==> config.mk <==
export PLATFORM = sky130hd
export DESIGN_NAME = pipe_adder_flat
export DESIGN_NICKNAME = d
export VERILOG_FILES = /design/src/rtl/adder_pkg.sv /design/src/rtl/pipe_adder_if.sv /design/src/rtl/adder_chunk.sv /design/src/rtl/pipe_adder.sv /design/src/flat_wrapper.sv
export SDC_FILE = /design/constraint.sdc
export NUM_CORES = 1
export LEC_CHECK = 0
export ABC_AREA = 1
export CORE_MARGIN = 4
export CORE_UTILIZATION = 30
export DETAILED_ROUTE_END_ITERATION = 8
export PLACE_DENSITY = 0.47
export SETUP_SLACK_MARGIN = 0.5
export SYNTH_ARGS = -nofsm -noshare
export SYNTH_HDL_FRONTEND = slang
export SYNTH_SLANG_ARGS = --single-unit
==> constraint.sdc <==
create_clock -name clk -period 2.9 [get_ports clk]
set_input_delay 0.29 -clock clk [delete_from_list [all_inputs] [get_ports clk]]
set_output_delay 0.29 -clock clk [all_outputs]
set_load 0.01 [all_outputs]
==> src/rtl/adder_pkg.sv <==
// Shared defaults and stage-count derivation for the chunked pipelined adder.
package adder_pkg;

    localparam int unsigned DefaultWidth = 16;
    localparam int unsigned DefaultChunk = 4;

    // A zero chunk is rejected at elaboration; return 1 so that check is reached cleanly.
    function automatic int unsigned num_stages(int unsigned width, int unsigned chunk);
        return (chunk == 0) ? 1 : width / chunk;
    endfunction

endpackage

==> src/rtl/pipe_adder_if.sv <==
// Handshake bus for pipe_adder: input operand channel and output result channel.
// PIPE_ADDER_OVF_EN adds the signed-overflow flag to the result channel.
interface pipe_adder_if #(
    parameter int unsigned WIDTH = adder_pkg::DefaultWidth
) ();

    logic             in_valid;
    logic             in_ready;
    logic [WIDTH-1:0] a;
    logic [WIDTH-1:0] b;
    logic             cin;
    logic             out_valid;
    logic             out_ready;
    logic [WIDTH-1:0] sum;
    logic             cout;
`ifdef PIPE_ADDER_OVF_EN
    logic             ovf;

    modport master (
        output in_valid, a, b, cin, out_ready,
        input  in_ready, out_valid, sum, cout, ovf
    );
    modport slave (
        input  in_valid, a, b, cin, out_ready,
        output in_ready, out_valid, sum, cout, ovf
    );
`else
    modport master (
        output in_valid, a, b, cin, out_ready,
        input  in_ready, out_valid, sum, cout
    );
    modport slave (
        input  in_valid, a, b, cin, out_ready,
        output in_ready, out_valid, sum, cout
    );
`endif

endinterface

==> src/rtl/adder_chunk.sv <==
// Combinational ripple-carry adder for one pipeline chunk.
module adder_chunk #(
    parameter int unsigned WIDTH = 4
) (
    input  logic [WIDTH-1:0] a,
    input  logic [WIDTH-1:0] b,
    input  logic             cin,
    output logic [WIDTH-1:0] sum,
    output logic             cout
);

    always_comb begin
        logic carry;
        carry = cin;
        sum   = '0;
        for (int i = 0; i < WIDTH; i++) begin
            sum[i] = a[i] ^ b[i] ^ carry;
            carry  = (a[i] & b[i]) | (carry & (a[i] ^ b[i]));
        end
        cout = carry;
    end

endmodule

==> src/rtl/pipe_adder.sv <==
// Pipelined adder: one CHUNK-bit slice per stage plus an output register, valid/ready flow.
// Define PIPE_ADDER_OVF_EN to add the registered two's-complement overflow output.
module pipe_adder
    import adder_pkg::*;
#(
    parameter int unsigned WIDTH = DefaultWidth,
    parameter int unsigned CHUNK = DefaultChunk
) (
    input logic         clk,
    input logic         rst_n,
    pipe_adder_if.slave bus
);

    localparam int unsigned STAGES = num_stages(WIDTH, CHUNK);

    if (CHUNK < 1) begin : g_bad_chunk
        $error("pipe_adder: CHUNK must be at least 1");
    end else if ((WIDTH % CHUNK) != 0) begin : g_bad_width
        $error("pipe_adder: WIDTH must be a multiple of CHUNK");
    end

    logic             stall;
    logic             out_valid_q;
    logic             cout_q;
    logic [WIDTH-1:0] sum_q;

    assign stall        = out_valid_q & ~bus.out_ready;
    assign bus.in_ready = ~stall;

    // Stage k keeps the finished low sum bits and only the operand bits not yet consumed.
    for (genvar k = 0; k < STAGES; k++) begin : g_stage
        localparam int unsigned RemW = WIDTH - k * CHUNK;
        localparam int unsigned HiW  = RemW - CHUNK;
        localparam int unsigned LoW  = (k + 1) * CHUNK;

        logic [RemW-1:0]  rem_a;
        logic [RemW-1:0]  rem_b;
        logic [CHUNK-1:0] chunk_sum;
        logic             carry_in;
        logic             valid_in;
        logic             chunk_cout;
        logic [LoW-1:0]   sum_lo_d;
        logic [LoW-1:0]   sum_lo_q;
        logic             valid_q;
        logic             carry_q;

        if (k == 0) begin : g_head
            assign rem_a    = bus.a;
            assign rem_b    = bus.b;
            assign carry_in = bus.cin;
            assign valid_in = bus.in_valid;
            assign sum_lo_d = chunk_sum;
        end else begin : g_body
            assign rem_a    = g_stage[k-1].g_fwd.a_hi_q;
            assign rem_b    = g_stage[k-1].g_fwd.b_hi_q;
            assign carry_in = g_stage[k-1].carry_q;
            assign valid_in = g_stage[k-1].valid_q;
            assign sum_lo_d = {chunk_sum, g_stage[k-1].sum_lo_q};
        end

        adder_chunk #(
            .WIDTH(CHUNK)
        ) u_chunk (
            .a    (rem_a[CHUNK-1:0]),
            .b    (rem_b[CHUNK-1:0]),
            .cin  (carry_in),
            .sum  (chunk_sum),
            .cout (chunk_cout)
        );

        always_ff @(posedge clk or negedge rst_n) begin
            if (!rst_n) begin
                valid_q  <= 1'b0;
                carry_q  <= 1'b0;
                sum_lo_q <= '0;
            end else if (!stall) begin
                valid_q  <= valid_in;
                carry_q  <= chunk_cout;
                sum_lo_q <= sum_lo_d;
            end
        end

        if (HiW > 0) begin : g_fwd
            logic [HiW-1:0] a_hi_q;
            logic [HiW-1:0] b_hi_q;

            always_ff @(posedge clk or negedge rst_n) begin
                if (!rst_n) begin
                    a_hi_q <= '0;
                    b_hi_q <= '0;
                end else if (!stall) begin
                    a_hi_q <= rem_a[RemW-1:CHUNK];
                    b_hi_q <= rem_b[RemW-1:CHUNK];
                end
            end
        end

`ifdef PIPE_ADDER_OVF_EN
        // The top chunk still holds the operand sign bits, so overflow is resolved here.
        if (k == STAGES - 1) begin : g_ovf
            logic ovf_d;
            logic ovf_q;

            assign ovf_d = (rem_a[CHUNK-1] == rem_b[CHUNK-1]) &&
                           (chunk_sum[CHUNK-1] != rem_a[CHUNK-1]);

            always_ff @(posedge clk or negedge rst_n) begin
                if (!rst_n) begin
                    ovf_q <= 1'b0;
                end else if (!stall) begin
                    ovf_q <= ovf_d;
                end
            end
        end
`endif
    end

    always_ff @(posedge clk or negedge rst_n) begin
        if (!rst_n) begin
            out_valid_q <= 1'b0;
            sum_q       <= '0;
            cout_q      <= 1'b0;
        end else if (!stall) begin
            out_valid_q <= g_stage[STAGES-1].valid_q;
            sum_q       <= g_stage[STAGES-1].sum_lo_q;
            cout_q      <= g_stage[STAGES-1].carry_q;
        end
    end

    assign bus.out_valid = out_valid_q;
    assign bus.sum       = sum_q;
    assign bus.cout      = cout_q;

`ifdef PIPE_ADDER_OVF_EN
    logic ovf_q;

    always_ff @(posedge clk or negedge rst_n) begin
        if (!rst_n) begin
            ovf_q <= 1'b0;
        end else if (!stall) begin
            ovf_q <= g_stage[STAGES-1].g_ovf.ovf_q;
        end
    end

    assign bus.ovf = ovf_q;
`endif

endmodule

==> src/flat_wrapper.sv <==
// flat-port wrapper written by rule: the top's interface ports become plain ports
module pipe_adder_flat import adder_pkg::*;
#(
    parameter int unsigned WIDTH = DefaultWidth,
    parameter int unsigned CHUNK = DefaultChunk
)
  (clk, rst_n, bus_in_valid, bus_a, bus_b, bus_cin, bus_out_ready, bus_in_ready, bus_out_valid, bus_sum, bus_cout);
  pipe_adder_if #(.WIDTH(WIDTH)) bus_i ();
  input logic clk;
  input logic rst_n;
  input wire logic [$bits(bus_i.in_valid)-1:0] bus_in_valid;
  input wire logic [$bits(bus_i.a)-1:0] bus_a;
  input wire logic [$bits(bus_i.b)-1:0] bus_b;
  input wire logic [$bits(bus_i.cin)-1:0] bus_cin;
  input wire logic [$bits(bus_i.out_ready)-1:0] bus_out_ready;
  output wire logic [$bits(bus_i.in_ready)-1:0] bus_in_ready;
  output wire logic [$bits(bus_i.out_valid)-1:0] bus_out_valid;
  output wire logic [$bits(bus_i.sum)-1:0] bus_sum;
  output wire logic [$bits(bus_i.cout)-1:0] bus_cout;
  assign bus_i.in_valid = bus_in_valid;
  assign bus_i.a = bus_a;
  assign bus_i.b = bus_b;
  assign bus_i.cin = bus_cin;
  assign bus_i.out_ready = bus_out_ready;
  assign bus_in_ready = bus_i.in_ready;
  assign bus_out_valid = bus_i.out_valid;
  assign bus_sum = bus_i.sum;
  assign bus_cout = bus_i.cout;
  pipe_adder #(.WIDTH(WIDTH), .CHUNK(CHUNK)) u_core (.clk(clk), .rst_n(rst_n), .bus(bus_i));
endmodule
======== Word-level counts from Yosys, hierarchy flattened ========
Index checks and enable logic that the tools add are counted.
cells by class
  bitwise logic cells ..................... 83
operators with widths
  operator       count
  $and A1 B1 Y1  33
  $xor A1 B1 Y1  32
  $or A1 B1 Y1   16
  $not A1 Y1     2
storage, ports and cells
  flip-flop bits (word level) ............. 114
  bits of input ports ..................... 37
  output and inout port bits .............. 19

======== Longest topological paths before layout ========
Gate-level depths: netlist of the first run.
  word-level depth ........................ 9
  gate-level depth with buffers ........... 10
  mapped depth without buffers ............ 10

======== By module ========
Synthesis of the first run repeated with hierarchy kept, for this count alone.
unflattened totals
  cells, all modules ...................... 550
  area total of the unflattened synthesis .. 5003.5 sq um
modules (own cells, without submodules)
  module       times used  cells an instance  area each (sq um)  sequential area each (sq um)
  pipe_adder   1           494                4533.1             2852.7
  adder_chunk  4           14                 117.6              0.0

======== Worst setup path after synthesis of the first run ========
No wires, ideal clock.
  path type ............................... flip-flop to flip-flop
  from .................................... reg u_core.g_stage[0].g_fwd.b_hi_q[0]
  to ...................................... reg u_core.g_stage[1].sum_lo_q[7]
  setup time .............................. 0.065 ns
  arrival time ............................ 2.066 ns
  data required time ...................... 2.835 ns
  path slack .............................. 0.769 ns
  stages on the path, launching flop included .. 11
  clock period less this slack ............ 2.131 ns
  path through ............................ dfrtp_1 > fa_1 > inv_1 > fa_1 > inv_1 > fa_1 > inv_1 > fa_1 > inv_1 > nand2_1 > nand2_1
on the way
  word-level cells in the longest chain between the ends .. 8
  elaborated cells on any way between the ends .. 9
  classes of those cells .................. bitwise: 9
RTL lines
  what                    line               source
  start, declared         pipe_adder.sv:85   logic [HiW-1:0] b_hi_q;
  start signal, assigned  pipe_adder.sv:93   b_hi_q <= rem_b[RemW-1:CHUNK];
  $xor A1 B1 Y1           adder_chunk.sv:18  carry = (a[i] & b[i]) | (carry & (a[i] ^ b[i]));
  $and A1 B1 Y1           adder_chunk.sv:18
  $or A1 B1 Y1 (*)        adder_chunk.sv:18
  $and A1 B1 Y1 (*)       adder_chunk.sv:18
  $or A1 B1 Y1 (*)        adder_chunk.sv:18
  $and A1 B1 Y1 (*)       adder_chunk.sv:18
  $or A1 B1 Y1 (*)        adder_chunk.sv:18
  $xor A1 B1 Y1 (*)       adder_chunk.sv:17  sum[i] = a[i] ^ b[i] ^ carry;
  end signal, assigned    pipe_adder.sv:79   sum_lo_q <= sum_lo_d;
  end, declared           pipe_adder.sv:43   logic [LoW-1:0] sum_lo_q;
Every way passes the cells marked *; elsewhere a longest branch is shown, timed or not.
A chain may end at the register's enable or synchronous reset.

======== Final worst setup path of the first run ========
Same ends and word-level chain as after synthesis.

==> results.cfg, run 1 <==
[sta]
slew_viol_final = 0
min_period_ns = 2.24
rsz0062_at_grt = false
setup_viol = 0
tightest_slew_ns = 0.521
max_freq_mhz = 447
hold_violations = 0
fin_crit_sh = 0.771
relSlewSlack = 0.653
clock_skew_ns = 0.00891
setup_tns_ns = 0

[grt]
grt_pass1_wl_um = 18100
grt_pass1_vias = 3760
antenna_found_initial = 0
grt_use_total = 0.121
grt_max_degree = 115
overflow = 0

[setup_path]
ff2ff_path_depth = 10
cp_cell_sequence = fa_1 > inv_2 > fa_1 > inv_1 > fa_1 > inv_1 > fa_1 > inv_1 > nand2_1 > nand2_1
cp_slowest_cell = fa_1
critPathRequiredTime_ns = 3.24
end_kind = register
cp_num_buf_inv = 4
crit_cells = 10
arrival_ns = 2.58
worstSetupPathType = reg -> reg
critPathMostFrequentCell = fa_1
start_kind = register
crit_family = adder cells
max_stage_delay_ns = 0.44
crit_path_max_fanout = 2

[logic_synthesis]
ys_warn_count = 0
ys_types = 12
syn-cell-area_mm2 = 0.00500
syn_area_per_cell_um2 = 9.08
ys_seq_area_frac = 0.571
synthCells = 550
synth_nets = 603
synth_seq_cells = 114

[routing]
firstDrtPassIters = 4
wl_per_cell_um = 12.9
drt_iter0_drc = 256
via_per_inst = 4.47
ant_nets = 0
vias = 3676
drc = 0
wl_um = 10600

[power_and_ir_drop]
p_total_w = 0.00668
ir_drop_mv = 0.519
p_sw_w = 0.00231
switching_share = 0.346
power_density_mw_per_mm2 = 1070
clkPwrFrac = 0.285
p_int_w = 0.00437
combinationalPowerShare = 0.307
power_frac_seq = 0.408
p_leak_nw = 3.21

[cts]
numCtsBuffers = 17
clockRootBuffer = clkbuf_16
path_clk_slew_ns = 0.05
clk_latency_ns = 0.41
htree_levels = 4
cts_tree = yes
cts_buffer_depth = 2
clock-sinks = 114
cts_setup_buffers = 0

[place]
place_area_mm2 = 0.00567
numPortBuffers = 55
hpwl_um = 6300
gp_congestion = 0.690

[flow_run]
max-cap-violations = 0

[cells_and_area]
finalNetCount = 647
drive_above_1_share = 0.0611
n_antenna_cell = 0
seqCellArea_mm2 = 0.00286
nFillCells = 1650
areaGrowthSynthToFinish_pct = 24.4
fin_area_mm2 = 0.00622
multi_input_area_mm2 = 0.00175

[floorplan]
core_mm2 = 0.0161
rows = 46
die_h_um = 137
initial_utilization = 0.310
die_area_mm2 = 0.0188
pin_count = 56
fp.dieW_um = 137

[status]
outcome = complete, no violations

[worst_hold_path]
hold_class = in -> async
-- power groups by stage --
stage                     Combinational (W)  Clock [W]  Sequential [W]
after floorplan                     0.00147          0         0.00267
after CTS                           0.00212    0.00196         0.00273
after detailed placement            0.00210          0         0.00275
final                               0.00205    0.00190         0.00272
after global routing                0.00242    0.00203         0.00282
after global placement              0.00207          0         0.00274
-- path summary, 6_finish.rpt --
check                                                                   start                                             to  slack, ns
worst max-delay path            u_core.g_stage[0].g_fwd.b_hi_q[0]$_DFFE_PN0N_      u_core.g_stage[1].sum_lo_q[7]$_DFFE_PN0N_       0.66
worst min-delay path                                                    rst_n  u_core.g_stage[0].g_fwd.b_hi_q[3]$_DFFE_PN0N_       0.31
worst max register to register  u_core.g_stage[0].g_fwd.b_hi_q[0]$_DFFE_PN0N_      u_core.g_stage[1].sum_lo_q[7]$_DFFE_PN0N_       0.66
worst min register to register      u_core.g_stage[3].sum_lo_q[5]$_DFFE_PN0N_                  u_core.bus.sum[5]$_DFFE_PN0N_       0.46
max in group asynchronous                                               rst_n                  u_core.bus.sum[1]$_DFFE_PN0N_       1.84
min in group clk                                                    bus_a[13]  u_core.g_stage[0].g_fwd.a_hi_q[9]$_DFFE_PN0N_       0.41
-- cell usage in the layout, fill, tap and decap left out, drive strengths merged --
| master | n |
|---|---|
| buf | 7 |
| bufinv | 1 |
| clkbuf | 25 |
| clkdlybuf4s50 | 54 |
| clkinv | 6 |
| dfrtp | 114 |
| dlygate4sd3 | 1 |
| fa | 16 |
| inv | 41 |
| nand2 | 228 |
| nand3 | 113 |
-- registers in the layout, indices dropped and copies added, names as in the netlist --
signal / cells
u_core.g_stage.carry_q: 4
u_core.bus.sum: 16
u_core.bus.out_valid: 1
u_core.g_stage.g_fwd.b_hi_q: 24
u_core.g_stage.valid_q: 4
u_core.g_stage.sum_lo_q: 40
u_core.g_stage.g_fwd.a_hi_q: 24
u_core.bus.cout: 1
-- metrics by stage --
| stage | std cells | util | setup slack (ns) | hold slack, ns |
|---|---|---|---|---|
| after floorplan | 550 | - | 0.769 | -0.00559 |
| after global placement | 790 | 0.352 | 0.418 | 0.190 |
| final | 822 | 0.386 | 0.663 | 0.305 |
| after CTS | 822 | 0.386 | 0.619 | 0.303 |
| after global routing | 822 | 0.386 | 0.508 | 0.307 |
| after detailed placement | 790 | 0.352 | 0.373 | 0.193 |
-- final cells by class --
| type | instances | share of cell area |
|---|---|---|
| Tap cell | 216 | 0.0435 |
| Clock buffer | 25 | 0.0781 |
| Sequential cell | 114 | 0.460 |
| Multi-Input combinational cell | 357 | 0.281 |
| Clock inverter | 6 | 0.00886 |
| Timing Repair Buffer | 62 | 0.103 |
| Inverter | 42 | 0.0256 |
-- cell usage after synthesis --
cell type  number  share of area
buf_1           2         0.0015
clkbuf_1        2         0.0015
nand3_1       113           0.11
fa_1           16          0.064
nand2_1       227           0.17
nand2_4         1         0.0023
buf_2          21          0.021
buf_4           5         0.0075
dfrtp_1       114           0.57
buf_6           7          0.016
inv_1          41          0.031
inv_2           1        0.00075
-- cells by family after synthesis --
logic type	after synthesis	share of synthesized area
simple gates	341	0.286
flops	114	0.571
buf+inv	79	0.0789
fa+ha+maj	16	0.0641
-- metal layers --
layer | wire length [um] | share of wire | GRT usage | up-vias
met2 | 4650 | 0.44 | 0.180 | 90
met4 | 170 | 0.016 | 0.0532 | 0
li1 | - | - | - | 1812
met5 | 0 | 0 | 0 | -
met1 | 5220 | 0.49 | 0.165 | 1761
met3 | 526 | 0.050 | 0.0335 | 13
-- repair_timing --
item | in CTS | in global routing
endpoints found under the setup margin | 0 | 1
hold buffers | 1 | 0
hold endpoints to repair | 17 | 0
gates resized for setup | 0 | 1
Note: power is estimated with default switching activity, not from simulation.
==> run 2: changes to the inputs <==
==> constraint.sdc (replaced) <==
create_clock -name clk -period 2.22 [get_ports clk]
set_input_delay 0.222 -clock clk [delete_from_list [all_inputs] [get_ports clk]]
set_output_delay 0.222 -clock clk [all_outputs]
set_load 0.01 [all_outputs]
==> results.cfg, run 2 (same netlist as run 1, synthesis figures left out) <==
[status]
outcome = complete, no violations

[routing]
met2WireLength_um = 4720
wl_um = 10500
via_per_inst = 4.42
vias = 3643
wl_met3_um = 443
highest_layer = met4
wl_per_cell_um = 12.8
firstDrtPassIters = 4
wl_met1_um = 5180
drt_iter0_drc = 309
drc = 0
ant_nets = 0

[setup_path]
arrival_ns = 2.46
critPathRequiredTime_ns = 2.57
cp_slowest_cell = dfrtp_1
max_stage_delay_ns = 0.40
worstSetupPathType = reg -> reg
cp_cell_sequence = fa_2 > inv_2 > fa_2 > inv_2 > fa_2 > inv_2 > fa_1 > inv_1 > nand2_1 > nand2_1
cp_num_buf_inv = 4
crit_family = adder cells
start_kind = register
end_kind = register
crit_path_max_fanout = 2

[cts]
clockRootBuffer = clkbuf_16
numCtsBuffers = 17
cts_buffer_depth = 2
htree_levels = 4
clock-sinks = 114
path_clk_slew_ns = 0.05
clk_latency_ns = 0.41
cts_tree = yes

[power_and_ir_drop]
ir_drop_mv = 0.830
power_density_mw_per_mm2 = 1430
p_leak_nw = 3.23
p_total_w = 0.00900

[floorplan]
die_h_um = 137
core_mm2 = 0.0161
initial_utilization = 0.310
pin_count = 56
fp.dieW_um = 137
rows = 46
die_area_mm2 = 0.0188

[cells_and_area]
finalNetCount = 649
largest_reg_flops = 40
areaGrowthSynthToFinish_pct = 25.8
top_regs = u_core.g_stage.sum_lo_q (40), u_core.g_stage.g_fwd.a_hi_q (24), u_core.g_stage.g_fwd.b_hi_q (24)
top_register = u_core.g_stage.sum_lo_q
drive_above_1_share = 0.113
n_antenna_cell = 0
nFillCells = 1689
stdcell_count = 825
final_cell_mix = 227 x nand2_1, 113 x nand3_1, 113 x dfrtp_1
layout_commonest_cell = nand2_1

[grt]
grt_pass1_vias = 3922
grt_use_total = 0.125
grt_pass1_wl_um = 18500
overflow = 0
grt_max_degree = 115
antenna_found_initial = 0

[sta]
slew_viol_final = 0
tightest_slew_ns = 0.590
setup_viol = 0
fin_crit_sh = 0.951
min_period_ns = 2.11
max_freq_mhz = 474
relSlewSlack = 0.607
rsz0062_at_grt = true
hold_violations = 0
clock_skew_ns = 0.00468

[place]
dp.cells = 790
gp_congestion = 0.702
numPortBuffers = 55
hpwl_um = 6410

[worst_hold_path]
hold_class = in -> reg

[flow_run]
max-cap-violations = 0
-- run 2: path summary, 6_finish.rpt --
path	from	endpoint	slack (ns)	cells past startpoint
min in group asynchronous	rst_n	u_core.bus.cout$_DFFE_PN0N_	0.35	2
min reg2reg	u_core.g_stage[0].valid_q$_DFFE_PN0N_	u_core.g_stage[1].valid_q$_DFFE_PN0N_	0.47	2
max reg2reg	u_core.g_stage[1].carry_q$_DFFE_PN0N_	u_core.g_stage[2].sum_lo_q[11]$_DFFE_PN0N_	0.11	10
min	bus_b[0]	u_core.g_stage[0].sum_lo_q[0]$_DFFE_PN0N_	0.26	4
max in group asynchronous	rst_n	u_core.g_stage[3].sum_lo_q[9]$_DFFE_PN0N_	1.20	3
max	u_core.g_stage[1].carry_q$_DFFE_PN0N_	u_core.g_stage[2].sum_lo_q[11]$_DFFE_PN0N_	0.11	10
-- run 2: repair_timing --
action,4_1_cts,5_1_grt
pin swaps,6,6
buffers inserted,2,0
hold buffers,1,0
hold endpoints to repair,37,0
resized for setup,7,6
endpoints found under the setup margin,12,10
-- run 2: power breakdown --
part           total (W)  internal [W]  switching [W]  leakage (nW)
logic            0.00282       0.00117        0.00165          1.55
clock network    0.00265       0.00174       0.000911         0.290
registers        0.00353       0.00300       0.000536          1.39
total            0.00900       0.00590        0.00310          3.23
-- run 2: per-layer routing --
layer | track usage | vias to the layer above
met5 | 0 | -
met3 | 0.0382 | 16
met1 | 0.167 | 1740
li1 | - | 1815
met2 | 0.189 | 72
met4 | 0.0549 | 0
-- run 2: through the flow --
| stage | setup WS, ns | area [um^2] | hold slack, ns | utilization | TNS (ns) |
|---|---|---|---|---|---|
| floorplan | 0.215 | 5030 | -0.0736 | - | 0 |
| global placement | -0.165 | 5700 | 0.234 | 0.353 | -0.165 |
| detailed placement | -0.195 | 5700 | 0.238 | 0.353 | -0.218 |
| CTS | 0.112 | 6290 | 0.323 | 0.390 | 0 |
| global route | 0.0243 | 6290 | 0.249 | 0.390 | 0 |
| finish | 0.110 | 6290 | 0.259 | 0.390 | 0 |
-- run 2: cell type report --
type / count / area, um^2 / share of cell area
sequential: 114 / 2860 / 0.454
clock inverter: 13 / 143 / 0.0227
clock buffer: 19 / 433 / 0.0689
timing repair buffer: 64 / 647 / 0.103
tap: 216 / 270 / 0.0430
multi-input combinational: 357 / 1780 / 0.283
inverter: 42 / 159 / 0.0253
-- run 2: worst reg2reg max path, delay by kind of cell (launching register included) --
kind / cells / cell delay [ns]
buffers and inverters: 4 / 0.23
and+or+nand+nor: 2 / 0.12
adders and majority gates: 4 / 1.31
DFF: 1 / 0.40
==> run 3: changes to the inputs <==
--- a/config.mk
+++ b/config.mk
@@ -6,7 +6,7 @@
 export NUM_CORES = 1
 export LEC_CHECK = 0
 export ABC_AREA = 1
-export CORE_MARGIN = 4
+export CAP_MARGIN = 10
 export CORE_UTILIZATION = 30
 export DETAILED_ROUTE_END_ITERATION = 8
 export PLACE_DENSITY = 0.47
==> results.cfg, run 3 (same netlist as run 1, synthesis figures left out) <==
[status]
outcome = complete, no violations

[cells_and_area]
layout_commonest_cell = nand2_1
largest_reg_flops = 40
areaGrowthSynthToFinish_pct = 27.2
seqCellArea_mm2 = 0.00286
top_register = u_core.g_stage.sum_lo_q
n_antenna_cell = 0
drive_above_1_share = 0.119
top_regs = u_core.g_stage.sum_lo_q (40), u_core.g_stage.g_fwd.a_hi_q (24), u_core.g_stage.g_fwd.b_hi_q (24)
multi_input_area_mm2 = 0.00178
final_cell_mix = 227 x nand2_1, 113 x nand3_1, 113 x dfrtp_1
nFillCells = 1639
finalNetCount = 652

[setup_path]
arrival_ns = 2.49
crit_path_max_fanout = 2
rrSetupSlack_ns = 0.08
critPathRequiredTime_ns = 2.57
ff2ff_path_depth = 10
end_kind = register
start_kind = register
worstSetupPathType = reg -> reg

[floorplan]
core_mm2 = 0.0161
die_h_um = 131
initial_utilization = 0.311
rows = 46
fp.dieW_um = 131
die_area_mm2 = 0.0172
pin_count = 56

[routing]
ant_nets = 0
firstDrtPassIters = 5
wl_per_cell_um = 13.0
vias = 3682
drt_iter0_drc = 261
drc = 0
via_per_inst = 4.45
wl_um = 10800

[sta]
worst_slack_ns = 0.0780
rsz0062_at_grt = true
clock_skew_ns = 0.00591
min_period_ns = 2.14
hold_violations = 0
max_freq_mhz = 467
slew_viol_final = 0
setup_viol = 0
relSlewSlack = 0.659
fin_crit_sh = 0.965
tightest_slew_ns = 0.512

[grt]
overflow = 0
grt_max_degree = 115
grt_pass1_wl_um = 18800
grt_use_total = 0.144
antenna_found_initial = 0
grt_pass1_vias = 3834

[place]
hpwl_um = 6210
gp_congestion = 0.707
pre_cts_slack_ns = -0.198
numPortBuffers = 55

[worst_hold_path]
hold_class = in -> reg
min_delay_path_depth = 4

[cts]
path_clk_slew_ns = 0.05
clk_latency_ns = 0.41
clockRootBuffer = clkbuf_16
cts_tree = yes
cts_buffer_depth = 2
htree_levels = 4
numCtsBuffers = 17
clock-sinks = 114

[power_and_ir_drop]
power_density_mw_per_mm2 = 1440
p_leak_nw = 3.27
ir_drop_mv = 1.43
p_total_w = 0.00913

[flow_run]
max-cap-violations = 0
-- run 3: path summary, 6_finish.rpt --
check                                                          start                                             to
min in group asynchronous                                      rst_n  u_core.g_stage[0].g_fwd.b_hi_q[9]$_DFFE_PN0N_
max in group asynchronous                                      rst_n      u_core.g_stage[0].sum_lo_q[1]$_DFFE_PN0N_
min                                                         bus_a[0]      u_core.g_stage[0].sum_lo_q[0]$_DFFE_PN0N_
min reg2reg                u_core.g_stage[2].sum_lo_q[2]$_DFFE_PN0N_      u_core.g_stage[3].sum_lo_q[2]$_DFFE_PN0N_
max reg2reg                    u_core.g_stage[2].carry_q$_DFFE_PN0N_     u_core.g_stage[3].sum_lo_q[15]$_DFFE_PN0N_
max                            u_core.g_stage[2].carry_q$_DFFE_PN0N_     u_core.g_stage[3].sum_lo_q[15]$_DFFE_PN0N_
-- run 3: worst max-delay path, stage by stage (launching register included) --
cell and delay (ns):
dfrtp_1 0.40, fa_2 0.39, inv_2 0.06, fa_2 0.18, inv_2 0.04, fa_2 0.34, inv_2 0.07, fa_1 0.41
inv_1 0.07, nand2_1 0.06, nand2_1 0.08
-- run 3: timing repair --
action	4_1_cts	5_1_grt
buffers inserted	2	2
resized for setup	7	12
pin swaps	7	7
setup endpoints to repair	12	10
hold endpoints to repair	16	0
hold buffers	1	0
-- run 3: stage by stage --
stage | hold slack [ns] | std cells | TNS (ns) | cell area (um^2) | util
final | 0.215 | 827 | 0 | 6360 | 0.396
after global placement | 0.123 | 791 | -0.183 | 5720 | 0.356
after CTS | 0.246 | 825 | 0 | 6340 | 0.395
after floorplan | -0.0736 | 550 | 0 | 5030 | -
after global routing | 0.253 | 827 | -0.0302 | 6360 | 0.396
after detailed placement | 0.129 | 791 | -0.235 | 5720 | 0.356
-- run 3: area by class of cell --
| class | count | area share |
|---|---|---|
| clock inverters | 4 | 0.0110 |
| flip-flops and latches | 114 | 0.449 |
| repair buffers | 67 | 0.108 |
| well taps | 216 | 0.0425 |
| inverters | 42 | 0.0250 |
| multi-input cells | 357 | 0.280 |
| clock buffers | 27 | 0.0839 |
-- run 3: where the power goes --
| part | switching, W | leakage, nW | total [W] | internal [W] |
|---|---|---|---|---|
| Sequential | 0.000536 | 1.39 | 0.00353 | 0.00300 |
| Clock | 0.000886 | 0.299 | 0.00274 | 0.00185 |
| Combinational | 0.00165 | 1.58 | 0.00286 | 0.00121 |
| Total | 0.00307 | 3.27 | 0.00913 | 0.00605 |
-- run 3: per-layer routing --
layer,routed length [um],track usage,up-vias
met5,0,0,-
met4,122,0.0588,0
met3,527,0.0455,11
met2,4670,0.216,83
met1,5460,0.192,1769
li1,-,-,1819
